**config.mk**
```make
export PLATFORM = sky130hd
export DESIGN_NAME = mod_mul_seq_flat
export DESIGN_NICKNAME = d
export VERILOG_FILES = /design/src/rtl/mod_mul_seq_if.sv /design/src/rtl/mod_mul_seq.sv /design/src/flat_wrapper.sv
export SDC_FILE = /design/constraint.sdc
export NUM_CORES = 1
export LEC_CHECK = 0
export CORE_MARGIN = 2
export CORE_UTILIZATION = 38
export DETAILED_ROUTE_END_ITERATION = 8
export GPL_ROUTABILITY_DRIVEN = 0
export REMOVE_ABC_BUFFERS = 1
export SETUP_SLACK_MARGIN = 0.02
export SLEW_MARGIN = 20
export SYNTH_ARGS = -nofsm -noshare
export SYNTH_HDL_FRONTEND = slang
export SYNTH_SLANG_ARGS = --single-unit
```
**constraint.sdc**
```tcl
create_clock -name iClk -period 6.15 [get_ports iClk]
set_clock_uncertainty 0.1 [all_clocks]
set_input_delay 1.23 -clock iClk [delete_from_list [all_inputs] [get_ports iClk]]
set_output_delay 1.23 -clock iClk [all_outputs]
set_load 0.01 [all_outputs]
```
**src/rtl/mod_mul_seq_if.sv**
```systemverilog
`default_nettype none
// ============================================================================
// Module   : mod_mul_seq_if
// Brief    : Operand/result handshake bundle for the sequential modular multiplier.
// Revision : 1.0
// ============================================================================
interface mod_mul_seq_if #(
  parameter int BITWIDTH = 8
);
  logic                iValid;
  logic                oReady;
  logic [BITWIDTH-1:0] iA;
  logic [BITWIDTH-1:0] iB;
  logic [BITWIDTH-1:0] iQ;
  logic                oValid;
  logic                iReady;
  logic [BITWIDTH-1:0] oData;

  modport master (
    output iValid, iA, iB, iQ, iReady,
    input  oReady, oValid, oData
  );

  modport slave (
    input  iValid, iA, iB, iQ, iReady,
    output oReady, oValid, oData
  );
endinterface
`default_nettype wire

```
**src/rtl/mod_mul_seq.sv**
```systemverilog
`default_nettype none
// ============================================================================
// Module   : mod_mul_seq
// Brief    : (iA * iB) mod iQ by MSB-first interleaved double-and-add, one bit/cycle.
// Revision : 1.0
// ============================================================================
module mod_mul_seq #(
  parameter int BITWIDTH = 8
) (
  input  logic          iClk,
  input  logic          iRstN,
  input  logic          iEn,
  input  logic          iClr,
  mod_mul_seq_if.slave  bus
);

  localparam int CNT_W = (BITWIDTH > 1) ? $clog2(BITWIDTH) : 1;

  localparam logic [1:0]       c_idle     = 2'd0;
  localparam logic [1:0]       c_run      = 2'd1;
  localparam logic [1:0]       c_done     = 2'd2;
  localparam logic [CNT_W-1:0] c_cnt_last = CNT_W'(BITWIDTH - 1);
  localparam logic [CNT_W-1:0] c_cnt_one  = CNT_W'(1);

  logic [1:0]          state_q, state_d;
  logic [BITWIDTH-1:0] a_q, a_d;
  logic [BITWIDTH-1:0] b_q, b_d;
  logic [BITWIDTH-1:0] q_q, q_d;
  logic [BITWIDTH-1:0] acc_q, acc_d;
  logic [CNT_W-1:0]    cnt_q, cnt_d;

  logic [BITWIDTH:0]   w_dbl;
  logic [BITWIDTH-1:0] w_dbl_red;
  logic [BITWIDTH:0]   w_sum;
  logic [BITWIDTH-1:0] w_acc_next;
  logic [BITWIDTH:0]   w_q_ext;

  // Both reductions subtract on the low BITWIDTH bits only: the true result is
  // below rQ, so the wrap-around of the narrow subtraction is exact.
  always_comb begin
    w_q_ext    = {1'b0, q_q};
    w_dbl      = {acc_q, 1'b0};
    w_dbl_red  = (w_dbl >= w_q_ext) ? (w_dbl[BITWIDTH-1:0] - q_q) : w_dbl[BITWIDTH-1:0];
    w_sum      = {1'b0, w_dbl_red} + {1'b0, (b_q[cnt_q] ? a_q : {BITWIDTH{1'b0}})};
    w_acc_next = (w_sum >= w_q_ext) ? (w_sum[BITWIDTH-1:0] - q_q) : w_sum[BITWIDTH-1:0];
  end

  always_ff @(posedge iClk) begin
    if (!iRstN) begin
      state_q <= c_idle;
      a_q     <= '0;
      b_q     <= '0;
      q_q     <= '0;
      acc_q   <= '0;
      cnt_q   <= '0;
    end else begin
      state_q <= state_d;
      a_q     <= a_d;
      b_q     <= b_d;
      q_q     <= q_d;
      acc_q   <= acc_d;
      cnt_q   <= cnt_d;
    end
  end

  always_comb begin
    state_d = state_q;
    a_d     = a_q;
    b_d     = b_q;
    q_d     = q_q;
    acc_d   = acc_q;
    cnt_d   = cnt_q;
    if (iClr) begin
      state_d = c_idle;
      acc_d   = '0;
      cnt_d   = '0;
    end else if (iEn) begin
      case (state_q)
        c_idle: begin
          if (bus.iValid) begin
            a_d     = bus.iA;
            b_d     = bus.iB;
            q_d     = bus.iQ;
            acc_d   = '0;
            cnt_d   = c_cnt_last;
            state_d = c_run;
          end
        end
        c_run: begin
          acc_d = w_acc_next;
          if (cnt_q == '0) begin
            state_d = c_done;
          end else begin
            cnt_d = cnt_q - c_cnt_one;
          end
        end
        c_done: begin
          if (bus.iReady) begin
            state_d = c_idle;
          end
        end
        default: begin
          state_d = c_idle;
        end
      endcase
    end
  end

  always_comb begin
    bus.oReady = (state_q == c_idle) && iEn;
    bus.oValid = (state_q == c_done);
    bus.oData  = acc_q;
  end

endmodule
`default_nettype wire

```
**src/flat_wrapper.sv**
```systemverilog
// flat-port wrapper written by rule: the top's interface ports become plain ports
module mod_mul_seq_flat 
#(
  parameter int BITWIDTH = 8
)
  (iClk, iRstN, iEn, iClr, bus_iValid, bus_iA, bus_iB, bus_iQ, bus_iReady, bus_oReady, bus_oValid, bus_oData);
  mod_mul_seq_if #(.BITWIDTH(BITWIDTH)) bus_i ();
  input  logic iClk;
  input  logic iRstN;
  input  logic iEn;
  input  logic iClr;
  input wire logic [$bits(bus_i.iValid)-1:0] bus_iValid;
  input wire logic [$bits(bus_i.iA)-1:0] bus_iA;
  input wire logic [$bits(bus_i.iB)-1:0] bus_iB;
  input wire logic [$bits(bus_i.iQ)-1:0] bus_iQ;
  input wire logic [$bits(bus_i.iReady)-1:0] bus_iReady;
  output wire logic [$bits(bus_i.oReady)-1:0] bus_oReady;
  output wire logic [$bits(bus_i.oValid)-1:0] bus_oValid;
  output wire logic [$bits(bus_i.oData)-1:0] bus_oData;
  assign bus_i.iValid = bus_iValid;
  assign bus_i.iA = bus_iA;
  assign bus_i.iB = bus_iB;
  assign bus_i.iQ = bus_iQ;
  assign bus_i.iReady = bus_iReady;
  assign bus_oReady = bus_i.oReady;
  assign bus_oValid = bus_i.oValid;
  assign bus_oData = bus_i.oData;
  mod_mul_seq #(.BITWIDTH(BITWIDTH)) u_core (.iClk(iClk), .iRstN(iRstN), .iEn(iEn), .iClr(iClr), .bus(bus_i));
endmodule
```
==> flow_summary.yaml <==
clock_tree:
  cts_resized: 0
  root_buffer: "clkbuf_8"
  clk_latency_ns: 0.30
  cts_buffer_depth: 2
  cts_hold_buffers: 0
  clk_pin_slew_ns: 0.09
  cts_tree: "yes"
  clock_sinks: 37
  cts_setup_buffers: 0
  cts_made_buffers: 5
  cts_max_level: 2
global_route:
  antenna_found_initial: 0
  grt_max_degree: 26
  track_usage_pct: 17.4
  grt_pass1_wl_mm: 10.5
  grt_overflow_total: 0
  first_global_vias: 2233
power_and_ir_drop:
  peakVddDrop_v: 0.0000780
  power_density_nw_per_um2: 209
  power.internal_mw: 0.460
  seq_power_share_pct: 36.5
  leakagePower_nw: 1.26
  p_sw_mw: 0.227
  swShare_pct: 33.1
  combPwrFrac_pct: 31.7
  clkPwrFrac_pct: 31.8
setup_path:
  path_class: "flip-flop to flip-flop"
  arrival_ns: 5.07
  endpoint_kind: "flip-flop"
  required_ns: 6.24
  cp-start-kind: "flip-flop"
  rrSetupSlack_ns: 1.17
  crit_fanout: 6
finish:
  fill_cells: 698
  seq_area_um2: 741
  nets: 426
  synthToLayoutAreaGrowth_pct: 21.9
  drive_gt1_share_pct: 7.08
  diodes: 0
  finalNonFillerCells: 463
  multi_input_area_um2: 1840
yosys:
  synth.distinct_cells: 56
  synth_flop_cell: "dfxtp_1"
  synth_area_per_cell_um2: 8.20
  async_reset_ff_share_pct: 0
  yosysSeqAreaShare_pct: 27.5
  synth_area_um2: 2700
  ys_ff_latch: 37
  synth_edf_count: 0
  ys.warnings.count: 0
  synth_cells: 329
placed_design:
  hpwl_mm: 4.91
  place_inst: 455
  port_buffers: 39
status:
  status: "finished, final reports clean"
detailed_routing:
  drt_wl_total_mm: 6.21
  drtPass1Iterations: 4
  post_drt_wl_per_cell_um: 13.4
  drc: 0
  vias_per_cell: 5.09
  via_count: 2357
  drtIter0Drc: 76
  ant_nets: 0
timing:
  rsz0062_at_grt: "no"
  drv_slew: 0
  setup_viol: 0
  tns_ns: 0
  holdWs_ns: 0.355
  fin_crit_ns: 4.98
  slew_headroom_pct: 37.1
  fin_crit_sh_pct: 81.1
  finalHoldViolations: 0
  max_freq_mhz: 201
  tightest_slew_ns: 0.943
die:
  die_area_um2: 7790
  fp.coreArea_um2: 6830
  fp.dieH_um: 88.2
  start_util_pct: 39.5
  rows: 30
  die_w_um: 88.2
  ioPinCount: 40
job:
  cap_violations: 0
hold_path:
  hold_class: "flip-flop to flip-flop"
[power by group through the flow]
stage / clock network [mW] / registers (mW) / logic [mW]
6_report: 0.219 / 0.251 / 0.218
2_1_floorplan: 0 / 0.255 / 0.152
5_1_grt: 0.234 / 0.252 / 0.243
4_1_cts: 0.224 / 0.251 / 0.216
3_3_place_gp: 0 / 0.256 / 0.212
3_5_place_dp: 0 / 0.257 / 0.213
[routing by layer]
layer  GRT usage (%)  vias up  wire length, um
met1            23.9     1064             3120
met3            3.45       15              201
met5               0        -                0
met4            7.02        0              151
li1                -     1233                -
met2            26.9       45             2730
[cell usage after synthesis, types with 2 or more instances]
cell type  number  area (um2)
o21ai_2         2        17.5
a21boi_0       18         135
o21a_1          2        15.0
fa_1            3        60.1
nor2_1         11        41.3
mux4_2          2        45.0
a211oi_1        5        37.5
buf_2           5        25.0
o211ai_1        3        22.5
nand3_1         5        25.0
o21bai_1        3        22.5
nor3_1          4        20.0
a22o_1          3        26.3
nand2_2         2        12.5
nand2_1        64         240
a211o_1         2        17.5
ha_1           27         338
mux2_1          3        33.8
xor2_1          7        61.3
nand4_1         4        25.0
a21o_1          3        22.5
xnor2_1         5        43.8
clkbuf_1        5        18.8
nor2b_1        14        87.6
nand3b_1        2        15.0
o21ai_0        11        55.1
o21ai_1         6        30.0
and2_1          2        12.5
a21oi_1        16        80.1
inv_1          19        71.3
a21boi_1        8        60.1
mux2_2          3        33.8
dfxtp_1        37         741
[worst paths after layout]
path,startpoint,endpoint,depth (start not counted)
max,u_core.q_q[1],u_core.bus.oData[2],20
min,u_core.a_q[4],u_core.a_q[4],2
max reg2reg,u_core.q_q[1],u_core.bus.oData[2],20
min reg2reg,u_core.a_q[4],u_core.a_q[4],2
[layout make-up]
cell class	count	share of cell area [%]
Clock inverter	3	1.41
Multi-Input combinational cell	263	56.0
Inverter	19	2.17
Sequential cell	37	22.5
Clock buffer	5	2.09
Tap cell	96	3.66
Timing Repair Buffer	40	12.1
[state kept, by name, indices dropped and copies added (netlist names)]
register / cells
u_core.b_q: 8
u_core.bus.oData: 8
u_core.a_q: 8
u_core.state_q: 2
u_core.cnt_q: 3
u_core.q_q: 8
[critical path, stage by stage, from the launching register on]
cell,delay [ns]
dfxtp_1,0.38
inv_1,0.10
ha_1,0.29
ha_1,0.19
nand4_1,0.11
nor2_1,0.06
nor3_1,0.45
nand2_2,0.21
mux2_2,0.36
fa_1,0.46
a211oi_2,0.26
o21bai_1,0.11
a21oi_1,0.18
xnor2_1,0.18
ha_1,0.33
a21oi_1,0.15
o21ai_0,0.17
o21ai_2,0.27
and2_1,0.24
o21ai_1,0.09
a22o_1,0.19
[cell usage in the layout, fill, tap and decap left out, types with 6 or more instances in the layout]
cell	synthesis	routed
a21oi_1	16	16
a21boi_0	18	18
nor2_1	11	11
inv_1	19	19
clkdlybuf4s50_1	0	39
a21boi_1	8	8
nand2_1	64	64
dfxtp_1	37	37
o21ai_1	6	6
nor2b_1	14	14
xor2_1	7	7
ha_1	27	27
o21ai_0	11	11
[stage by stage]
step | power, mW | area, um2 | util [%] | setup slack [ns]
after global placement | 0.468 | 3170 | 46.4 | 1.34
after detailed placement | 0.470 | 3170 | 46.4 | 1.22
after floorplan | 0.408 | 2650 | - | 1.67
after global routing | 0.730 | 3290 | 48.1 | 0.803
final | 0.687 | 3290 | 48.1 | 1.17
after CTS | 0.690 | 3290 | 48.1 | 1.21
[logic make-up (layout without fill, tap and decap cells)]
family                   after synthesis  after routing  share of synthesized area, %
AO/OA/AOI/OAI                         94             94                          24.3
XOR/XNOR                              12             12                          3.90
adder cells (fa/ha/maj)               30             30                          14.8
buffers and inverters                 29             67                          4.27
flip-flops                            37             37                          27.5
multiplexers                           9              9                          4.55
AND/OR/NAND/NOR                      118            118                          20.7
Power figures use the tool's default switching activity.
